$ cat config.mk
export PLATFORM = sky130hd
export DESIGN_NAME = readout_rx_state_decision_output_multi
export DESIGN_NICKNAME = d
export VERILOG_FILES = /design/src/rtl/readout_rx_state_decision_output_multi.sv
export SDC_FILE = /design/constraint.sdc
export NUM_CORES = 1
export LEC_CHECK = 0
export ABC_CLOCK_PERIOD_IN_PS = 3100
export BUFFER_PORTS_ARGS = -buffer_cell sky130_fd_sc_hd__buf_2
export CAP_MARGIN = 20
export CORE_ASPECT_RATIO = 0.7
export CORE_UTILIZATION = 53
export DETAILED_ROUTE_END_ITERATION = 10
export PLACE_DENSITY = 0.78
export SLEW_MARGIN = 20
export SYNTH_ARGS = -nofsm -noshare
export SYNTH_HDL_FRONTEND = slang
export SYNTH_SLANG_ARGS = --single-unit
$ cat constraint.sdc
create_clock -name clk -period 3.1 [get_ports clk]
set_input_delay 0.62 -clock clk [delete_from_list [all_inputs] [get_ports clk]]
set_output_delay 0.62 -clock clk [all_outputs]
set_load 0.02 [all_outputs]
$ cat src/rtl/readout_rx_state_decision_output_multi.sv
// Multi-channel readout state-decision output stage: per-channel registered decisions plus
// mask-selected round collection with timeout. Optional excited counters: READOUT_RX_EXCITED_COUNT_EN.
module readout_rx_state_decision_output_multi #(
  parameter int NUM_QUBIT      = 8,
  parameter int TIMEOUT_CYCLES = 1024,
  parameter int CNT_WIDTH      = 16
) (
  input  logic                 clk,
  input  logic                 rst,
  input  logic                 start_in,
  input  logic [NUM_QUBIT-1:0] meas_mask_in,
  input  logic [NUM_QUBIT-1:0] finish_count_in,
  input  logic [NUM_QUBIT-1:0] meas_result_condition,
  output logic [NUM_QUBIT-1:0] ch_valid_out,
  output logic [NUM_QUBIT-1:0] ch_result_out,
  output logic                 valid_meas_result_out,
  output logic [NUM_QUBIT-1:0] meas_result_out,
  output logic                 timeout_out,
  output logic [NUM_QUBIT-1:0] missing_out,
  output logic                 busy_out
`ifdef READOUT_RX_EXCITED_COUNT_EN
  ,
  input  logic                           cnt_clear_in,
  output logic [NUM_QUBIT*CNT_WIDTH-1:0] excited_cnt_out
`endif
);

  localparam bit TO_EN = (TIMEOUT_CYCLES > 0);
  localparam int CW    = (TIMEOUT_CYCLES > 0) ? (($clog2(TIMEOUT_CYCLES + 1) < 1) ? 1 : $clog2(TIMEOUT_CYCLES + 1)) : 1;
  localparam logic [CW-1:0] TO_LAST = CW'(TO_EN ? TIMEOUT_CYCLES - 1 : 0);

  typedef enum logic {IDLE, COLLECT} state_t;

  state_t               state, state_nxt;
  logic [NUM_QUBIT-1:0] mask_r, done_r, res_r;
  logic [NUM_QUBIT-1:0] mask_nxt, done_nxt, res_nxt;
  logic [NUM_QUBIT-1:0] first_hit, done_upd, res_upd, hit;
  logic [CW-1:0]        cnt_r, cnt_nxt;
  logic                 valid_nxt, timeout_nxt;
  logic [NUM_QUBIT-1:0] result_nxt, missing_nxt;

  assign hit      = finish_count_in & meas_result_condition;
  assign busy_out = (state == COLLECT);

  always_comb begin
    // Only the first finish of a masked channel contributes, so OR-ing into a cleared res_r keeps first-wins.
    first_hit   = finish_count_in & mask_r & ~done_r;
    done_upd    = done_r | first_hit;
    res_upd     = res_r | (first_hit & meas_result_condition);
    state_nxt   = state;
    mask_nxt    = mask_r;
    done_nxt    = done_r;
    res_nxt     = res_r;
    cnt_nxt     = cnt_r;
    valid_nxt   = 1'b0;
    timeout_nxt = 1'b0;
    result_nxt  = '0;
    missing_nxt = '0;
    case (state)
      IDLE: begin
        if (start_in) begin
          mask_nxt  = meas_mask_in;
          done_nxt  = '0;
          res_nxt   = '0;
          cnt_nxt   = '0;
          state_nxt = COLLECT;
        end
      end
      COLLECT: begin
        if (start_in) begin
          mask_nxt = meas_mask_in;
          done_nxt = '0;
          res_nxt  = '0;
          cnt_nxt  = '0;
        end else begin
          done_nxt = done_upd;
          res_nxt  = res_upd;
          cnt_nxt  = cnt_r + CW'(1);
          if (done_upd == mask_r) begin
            valid_nxt  = 1'b1;
            result_nxt = res_upd;
            state_nxt  = IDLE;
          end else if (TO_EN && (cnt_r == TO_LAST)) begin
            valid_nxt   = 1'b1;
            timeout_nxt = 1'b1;
            missing_nxt = mask_r & ~done_upd;
            result_nxt  = res_upd;
            state_nxt   = IDLE;
          end
        end
      end
      default: state_nxt = IDLE;
    endcase
  end

  always_ff @(posedge clk or posedge rst) begin
    if (rst) begin
      state                 <= IDLE;
      mask_r                <= '0;
      done_r                <= '0;
      res_r                 <= '0;
      cnt_r                 <= '0;
      ch_valid_out          <= '0;
      ch_result_out         <= '0;
      valid_meas_result_out <= 1'b0;
      meas_result_out       <= '0;
      timeout_out           <= 1'b0;
      missing_out           <= '0;
    end else begin
      state                 <= state_nxt;
      mask_r                <= mask_nxt;
      done_r                <= done_nxt;
      res_r                 <= res_nxt;
      cnt_r                 <= cnt_nxt;
      ch_valid_out          <= finish_count_in;
      ch_result_out         <= hit;
      valid_meas_result_out <= valid_nxt;
      meas_result_out       <= result_nxt;
      timeout_out           <= timeout_nxt;
      missing_out           <= missing_nxt;
    end
  end

`ifdef READOUT_RX_EXCITED_COUNT_EN
  logic [NUM_QUBIT*CNT_WIDTH-1:0] exc_cnt_r;

  assign excited_cnt_out = exc_cnt_r;

  // Counts are mask-independent and saturate; clear wins over a same-cycle increment.
  always_ff @(posedge clk or posedge rst) begin
    if (rst) begin
      exc_cnt_r <= '0;
    end else if (cnt_clear_in) begin
      exc_cnt_r <= '0;
    end else begin
      for (int unsigned i = 0; i < NUM_QUBIT; i++) begin
        if (hit[i] && (exc_cnt_r[i*CNT_WIDTH +: CNT_WIDTH] != '1))
          exc_cnt_r[i*CNT_WIDTH +: CNT_WIDTH] <= exc_cnt_r[i*CNT_WIDTH +: CNT_WIDTH] + CNT_WIDTH'(1);
      end
    end
  end
`else
  logic unused_cnt_cfg;
  assign unused_cnt_cfg = ^CNT_WIDTH;
`endif

endmodule

==> results of run 1 <==
flip-flops by register name, summed over array words and instances, names as in the netlist:
| register | cells |
|---|---|
| res_r | 8 |
| mask_r | 8 |
| valid_meas_result_out | 1 |
| ch_result_out | 8 |
| timeout_out | 1 |
| done_r | 8 |
| busy_out | 1 |
| missing_out | 8 |
| cnt_r | 11 |
| meas_result_out | 8 |
| ch_valid_out | 8 |
kinds of logic (layout without fill, tap and decap cells):
group                    count (synthesis)  count (layout)  share of synthesized area, %
XOR/XNOR                                 4               4                          1.23
AND/OR/NAND/NOR                         73              73                          14.9
buffers and inverters                   22              93                          3.41
adder cells (fa/ha/maj)                  9               9                          3.94
AO/OA/AOI/OAI                           49              49                          11.3
multiplexers                            10              10                          3.90
flip-flops                              70              70                          61.3
final cells by class:
type / instances / area, sq um / area share [%]
Clock inverter: 5 / 57.6 / 1.68
Tap cell: 69 / 86.3 / 2.52
Multi-Input combinational cell: 145 / 1010 / 29.5
Timing Repair Buffer: 65 / 335 / 9.78
Inverter: 12 / 45.0 / 1.31
Sequential cell: 70 / 1750 / 51.1
Clock buffer: 11 / 141 / 4.13
worst register-to-register path, delay by kind of cell, from the launching register on:
family / cells / cell delay [ns]
AOI/OAI and AO/OA: 2 / 0.84
DFF: 1 / 0.45
adders and majority gates: 1 / 0.30
and+or+nand+nor: 2 / 0.24
Yosys cell counts, drive strengths merged (5+ instances only):
| master | count | area share [%] |
|---|---|---|
| a21oi | 21 | 3.7 |
| a31oi | 8 | 1.8 |
| and2 | 8 | 1.8 |
| clkbuf | 8 | 1.1 |
| dfrtp | 70 | 61 |
| ha | 9 | 3.9 |
| inv | 12 | 1.6 |
| mux2 | 9 | 3.5 |
| nand4 | 5 | 1.3 |
| nor2 | 23 | 3.0 |
| nor2b | 6 | 1.3 |
| nor3 | 12 | 3.0 |
| o21ai | 7 | 1.2 |
worst max-delay path by stage:
stage / from / endpoint / slack (ns) / cells after the start
2_1_floorplan: rst / busy_out / 0.71 / 1
3_3_place_gp: finish_count_in[6] / missing_out[0] / 0.83 / 6
4_1_cts: mask_r[3] / missing_out[1] / 1.10 / 5
5_1_grt: mask_r[1] / missing_out[1] / 0.95 / 5
6_report: mask_r[3] / missing_out[1] / 1.12 / 5
3_5_place_dp: finish_count_in[3] / missing_out[1] / 0.81 / 6
power by group through the flow:
stage	Sequential, mW	Combinational, mW	Clock (mW)
after floorplan	1.01	0.109	0
after global placement	0.999	0.187	0
after detailed placement	1.00	0.189	0
after CTS	0.984	0.192	0.743
after global routing	0.990	0.214	0.788
final	0.984	0.190	0.720
stage by stage:
stage          area, sq um  cells  util [%]  total power [mW]
6_report              3430    377      68.6              1.89
5_1_grt               3430    377      68.6              1.99
4_1_cts               3430    377      68.6              1.92
3_5_place_dp          3230    361      64.7              1.19
3_3_place_gp          3230    361      64.7              1.19
2_1_floorplan         2860    237         -              1.12
layout by cell type (no fill, tap or decap), types with 4 or more instances in the layout:
cell type	Yosys	layout
nand2_1	4	4
a31oi_1	8	8
nor3_2	5	5
a41oi_1	4	4
and2_1	8	8
nand4_1	4	4
nor2b_1	6	6
dfrtp_1	70	70
nor2_1	23	23
nor3_1	7	7
buf_4	0	4
o21ai_0	6	6
clkbuf_8	0	10
and4b_1	4	4
buf_2	0	61
inv_1	12	11
ha_1	9	9
a2111oi_2	4	4
mux2_2	9	9
a21oi_1	21	21
per-layer routing:
layer,GRT usage (%),wire length [microns]
met4,7.99,14
met3,7.61,399
met1,31.7,2600
met5,0,0
met2,29.8,2450
==> results by group, run 1 <==
Yosys
  – Synth Flop Type: dfrtp_1
  – EDFF count, synth: 0
  – Fraction of the yosys area taken by sequential cells: roughly 60%
  – Post-synthesis async set-or-reset flop share: 100%
  – Yosys cell types: 34
  – Post-synth design cell area: about 0.0029 sq mm
  – Syn Area/Cell: about 12 sq um
  – Synthesis-stage register bit count: 70
  – Number of nets produced by synthesis: 273
  – Synthesized instance count: 237
  – Yosys warns: 0

Route
  – DRC violation count after routing: 0
  – Post-detailed-route via-to-cell ratio: around 5.3
  – Number of antenna-violating nets in the routed design: 0
  – Number of DRC markers after the initial detailed-route iteration: between 100 and 150
  – Aggregate routed wire length: between 5000 and 6000 microns
  – First-pass detailed-route iteration total: 4
  – Detailed-route wire length per cell: approximately 14 microns
  – Number of vias after detailed routing: 2008

Power and ir drop
  – Combinational share of power: ~10%
  – Worst vdd rail ir drop: roughly 0.00037 V
  – Relative contribution of sequential cells to total power: roughly 52%
  – Sw Share: 24.8%
  – Internal portion of total power: about 1.4 mW
  – Clock group share of total power: roughly 38%
  – Psw: between 0.4 and 0.5 mW
  – Power per cell area: between 500 and 600 mW/mm^2
  – Leakage Power: 1.67 nW

Timing
  – Slew at the pin closest to its max-slew limit: slightly above 0.9 ns
  – Period Utilization, post-route: between 60% and 70%
  – Setup TNS: 0 ns
  – Final WS setup: about 1.1 ns
  – Unrepaired setup endpoints after global routing: false
  – Worst hold margin: ~0.29 ns
  – Slew Limit Fails: 0
  – Rel. slew slack: between 30% and 40%
  – Final clock skew: ~0.0073 ns
  – Count of endpoints failing setup in the final report: 0
  – Final Hold Viols: 0
  – Highest clock rate: 505 MHz
  – Final period demand of the worst path: between 1.5 and 2 ns

Clock tree
  – Largest buffer count on any clock path: 2
  – CTS sink count: 70
  – TritonCTS clock tree: yes
  – Worst-skew pair later-pin latency: roughly 0.34 ns
  – Count of hold-fix buffers inserted at cts: 0
  – Buffers inserted during post-CTS setup optimization: 0
  – Num CTS Buffers: 9
  – Clock transition at the registers of the reported paths: approximately 0.07 ns
  – Count of instances resized after the clock tree is built: 0
  – Clock root buffer: clkbuf_8
  – H-tree depth reported by CTS: 3

Critical path
  – Slowest cell on crit path: o21ai_1
  – Critical path start-end classification: reg -> reg
  – Data arrival, critical path: between 2 and 2.5 ns
  – Delay-heaviest family, CP: compound AO/OA/AOI/OAI gates
  – Critical register-to-register path startpoint: mask_r[3]
  – Sum of buffers and inverters on the critical path: 0
  – Element type at the critical path start: flip-flop
  – Worst R2R End: missing_out[1]
  – Cell depth of the worst flop-to-flop path: 5
  – Critical path cell sequence: a21oi_1 -> ha_1 -> nand4_1 -> o21ai_1 -> nor3_1
  – Critical path required time: 3.29 ns
  – Nature of the critical path endpoint: flip-flop
  – Crit path largest cell delay: ~0.74 ns
  – Peak fanout along the critical path: 9
  – Flop-to-flop setup slack: about 1.1 ns

Place
  – Pre-CTS worst setup slack: about 0.81 ns
  – Number of input and output port buffers inserted: 61
  – RePlAce Congestion: 0.778
  – Post-detail-place hpwl: around 3800 microns

Finish
  – Layout cell share with drive strength beyond 1: roughly 33%
  – N_diodes: 0
  – Filler cell count in the final layout: ~400
  – Number of nets in the layout: about 340
  – Synthesis-to-finish area growth: 19.9%

Floorplan
  – Initial core utilization: approximately 57%
  – Area of the die: roughly 0.0057 sq mm
  – Overall die width: 89.8 microns
  – Die height: roughly 63 microns
  – Count of pins on the block boundary: 62
  – Core Area: 0.00499 sq mm
  – Number of standard-cell rows in the floorplan: 21

Global route
  – First-pass GRT wire length: slightly above 9000 microns
  – Total global-route track usage: a little over a fifth
  – Initial antenna violation count: 0
  – Vias in the first global route: 1869
  – Sum of overflow across all layers after global routing: 0
  – Maximum number of pins on one net before global-route repair: between 40 and 50

Hold path
  – HP Class: in -> async

Run
  – Count of max-cap constraint violations: 0

Run status
  – Status: finished, final reports clean
No activity file was read; power rests on OpenSTA's default activity.
==> inputs of run 2 (changes only) <==
--- a/config.mk
+++ b/config.mk
@@ -5,7 +5,7 @@
 export SDC_FILE = /design/constraint.sdc
 export NUM_CORES = 1
 export LEC_CHECK = 0
-export ABC_CLOCK_PERIOD_IN_PS = 3100
+export ABC_CLOCK_PERIOD_IN_PS = 1900
 export BUFFER_PORTS_ARGS = -buffer_cell sky130_fd_sc_hd__buf_2
 export CAP_MARGIN = 20
 export CORE_ASPECT_RATIO = 0.7
==> constraint.sdc (replaced) <==
create_clock -name clk -period 1.9 [get_ports clk]
set_input_delay 0.38 -clock clk [delete_from_list [all_inputs] [get_ports clk]]
set_output_delay 0.38 -clock clk [all_outputs]
set_load 0.02 [all_outputs]
==> run 2 against run 1 <==
  * Critical path depth stayed put
  * Design area is 4.5% higher
  * Combinational power grew 82%
  * Count of clock-buffer cells in the layout shrank 2
  * Core utilization increased by 3.1 points
  * Setup slack lost 1.0 ns
  * Clock skew up 0.00054 ns
  * Clock power is 78% higher
  * Sequential share of layout area is 2.2 points lower
  * Die area unchanged
  * Largest cell class unchanged
  * Highest routed layer unchanged
==> results by group, run 2 (synthesis gave the netlist of run 1 again) <==
Timing
  – Slew Limit Fails: 0
  – Period Utilization, post-route: between 90% and 100%
  – Rel. slew slack: about two thirds
  – Final Hold Viols: 0
  – Highest clock rate: around 550 MHz
  – Final period demand of the worst path: ~1.8 ns
  – Count of endpoints failing setup in the final report: 0
  – Unrepaired setup endpoints after global routing: false
  – Slew at the pin closest to its max-slew limit: roughly 0.51 ns
  – Setup TNS: 0 ns
  – Final clock skew: 0.00783 ns

Critical path
  – Flop-to-flop setup slack: a little under 0.09 ns
  – Peak fanout along the critical path: 7
  – Nature of the critical path endpoint: flip-flop
  – Critical path required time: 2.14 ns
  – Critical register-to-register path startpoint: mask_r[4]
  – Worst R2R End: meas_result_out[7]
  – Critical path start-end classification: reg -> reg
  – Element type at the critical path start: flip-flop
  – Data arrival, critical path: between 2 and 2.5 ns
  – Cell depth of the worst flop-to-flop path: 5

Global route
  – First-pass GRT wire length: 9560 microns
  – Vias in the first global route: 1993
  – Sum of overflow across all layers after global routing: 0
  – Initial antenna violation count: 0
  – Total global-route track usage: about 23%
  – Maximum number of pins on one net before global-route repair: 28

Place
  – Post-detail-place hpwl: 3860 microns
  – RePlAce Congestion: 0.790
  – Number of cells in the design after placement: between 300 and 400
  – Number of input and output port buffers inserted: a little over 60

Power and ir drop
  – Worst vdd rail ir drop: between 0.0008 and 0.0009 V
  – Leakage Power: 1.74 nW
  – Power per cell area: 901 mW/mm^2

Finish
  – Filler cell count in the final layout: about 380
  – Combined area of the multi-input logic cells: 0.00101 sq mm
  – Most common cell after layout, fill and taps aside: dfrtp_1
  – Synthesis-to-finish area growth: 25.3%
  – Non-Filler Instances: about 390
  – Number of nets in the layout: about 350
  – Register name with the most flops: cnt_r
  – Layout cell share with drive strength beyond 1: ~37%
  – Max reg flops: 11
  – N_diodes: 0
  – Register area: roughly 0.0018 sq mm
  – Commonest non-fill, non-tap cells in the layout: 70 x dfrtp_1, 61 x buf_2, 23 x nor2_1

Floorplan
  – Die height: roughly 63 microns
  – Overall die width: ~90 microns
  – Area of the die: 0.00570 sq mm
  – Number of standard-cell rows in the floorplan: 21
  – Initial core utilization: about 57%
  – Count of pins on the block boundary: 62
  – Core Area: between 0.004 and 0.005 sq mm

Hold path
  – HP Class: in -> async

Clock tree
  – Clock root buffer: clkbuf_8
  – CTS sink count: 70
  – TritonCTS clock tree: yes
  – Num CTS Buffers: 9
  – Largest buffer count on any clock path: 2
  – H-tree depth reported by CTS: 3
  – Worst-skew pair later-pin latency: about 0.35 ns
  – Clock transition at the registers of the reported paths: ~0.07 ns

Route
  – Post-detailed-route via-to-cell ratio: approximately 5.2
  – Number of vias after detailed routing: 2040
  – Aggregate routed wire length: between 5000 and 6000 microns
  – Detailed-route wire length per cell: ~14 microns
  – Number of antenna-violating nets in the routed design: 0
  – First-pass detailed-route iteration total: 4
  – Number of DRC markers after the initial detailed-route iteration: around 120
  – DRC violation count after routing: 0

Run
  – Count of max-cap constraint violations: 0

Run status
  – Status: finished, final reports clean
-- run 2: cell count changes in the layout (fill, tap and decap cells not counted), sizes merged --
cell and delta:
clkinv -1, buf +13, inv -1, clkbuf -2
clkinvlp +2, bufinv +1
-- run 2: worst max-delay path by stage --
stage	startpoint	end	slack [ns]	cells after the start
2_1_floorplan	mask_r[7]	meas_result_out[3]	0.1	6
3_3_place_gp	finish_count_in[0]	meas_result_out[5]	0.07	6
3_5_place_dp	finish_count_in[0]	meas_result_out[5]	0.03	6
4_1_cts	mask_r[5]	meas_result_out[7]	0.07	5
5_1_grt	mask_r[4]	meas_result_out[5]	0.005	5
6_report	mask_r[4]	meas_result_out[7]	0.09	5
-- run 2: power breakdown --
part	switching, mW	leakage [nW]	total [mW]	internal [mW]
clock network	0.546	0.105	1.28	0.731
logic	0.192	0.720	0.346	0.154
registers	0.0478	0.915	1.60	1.56
total	0.787	1.74	3.23	2.44
-- run 2: worst max-delay path, cell delays in order (launching register included) --
cell and delay (ns):
dfrtp_1 0.44, a21oi_1 0.11, ha_1 0.28, nand4_1 0.08
or2_2 0.39, a2111oi_2 0.38
-- run 2: layout make-up --
class	count	share of cell area (%)
clock inverters	6	2.41
clock buffers	9	3.46
well taps	69	2.41
flip-flops and latches	70	48.9
inverters	12	1.36
multi-input cells	145	28.3
repair buffers	78	13.1
-- run 2: stage by stage --
step | setup slack (ns) | utilization, % | hold slack (ns) | power, mW | area [sq um]
4_1_cts | 0.0735 | 71.2 | 0.0516 | 3.26 | 3550
3_5_place_dp | 0.0262 | 67.0 | 0.438 | 1.97 | 3340
2_1_floorplan | 0.0964 | - | 0.411 | 1.82 | 2860
3_3_place_gp | 0.0716 | 67.0 | 0.444 | 1.96 | 3340
6_report | 0.0890 | 71.7 | 0.0563 | 3.23 | 3580
5_1_grt | 0.00545 | 71.7 | 0.0663 | 3.39 | 3580
-- run 2: timing repair --
action	4_1_cts	5_1_grt
hold buffers	0	0
buffers inserted	0	3
gates resized for setup	0	1
endpoints found under the setup margin	0	3
-- run 2: per-layer routing --
| metal | routed length, microns | vias to the layer above | share of wire (%) | GRT usage, % |
|---|---|---|---|---|
| met1 | 2660 | 975 | 48 | 31.6 |
| met2 | 2460 | 55 | 45 | 32.8 |
| met4 | 97 | 0 | 1.8 | 9.84 |
| met5 | 0 | - | 0 | 0 |
| met3 | 296 | 9 | 5.4 | 7.73 |
| li1 | - | 1001 | - | - |
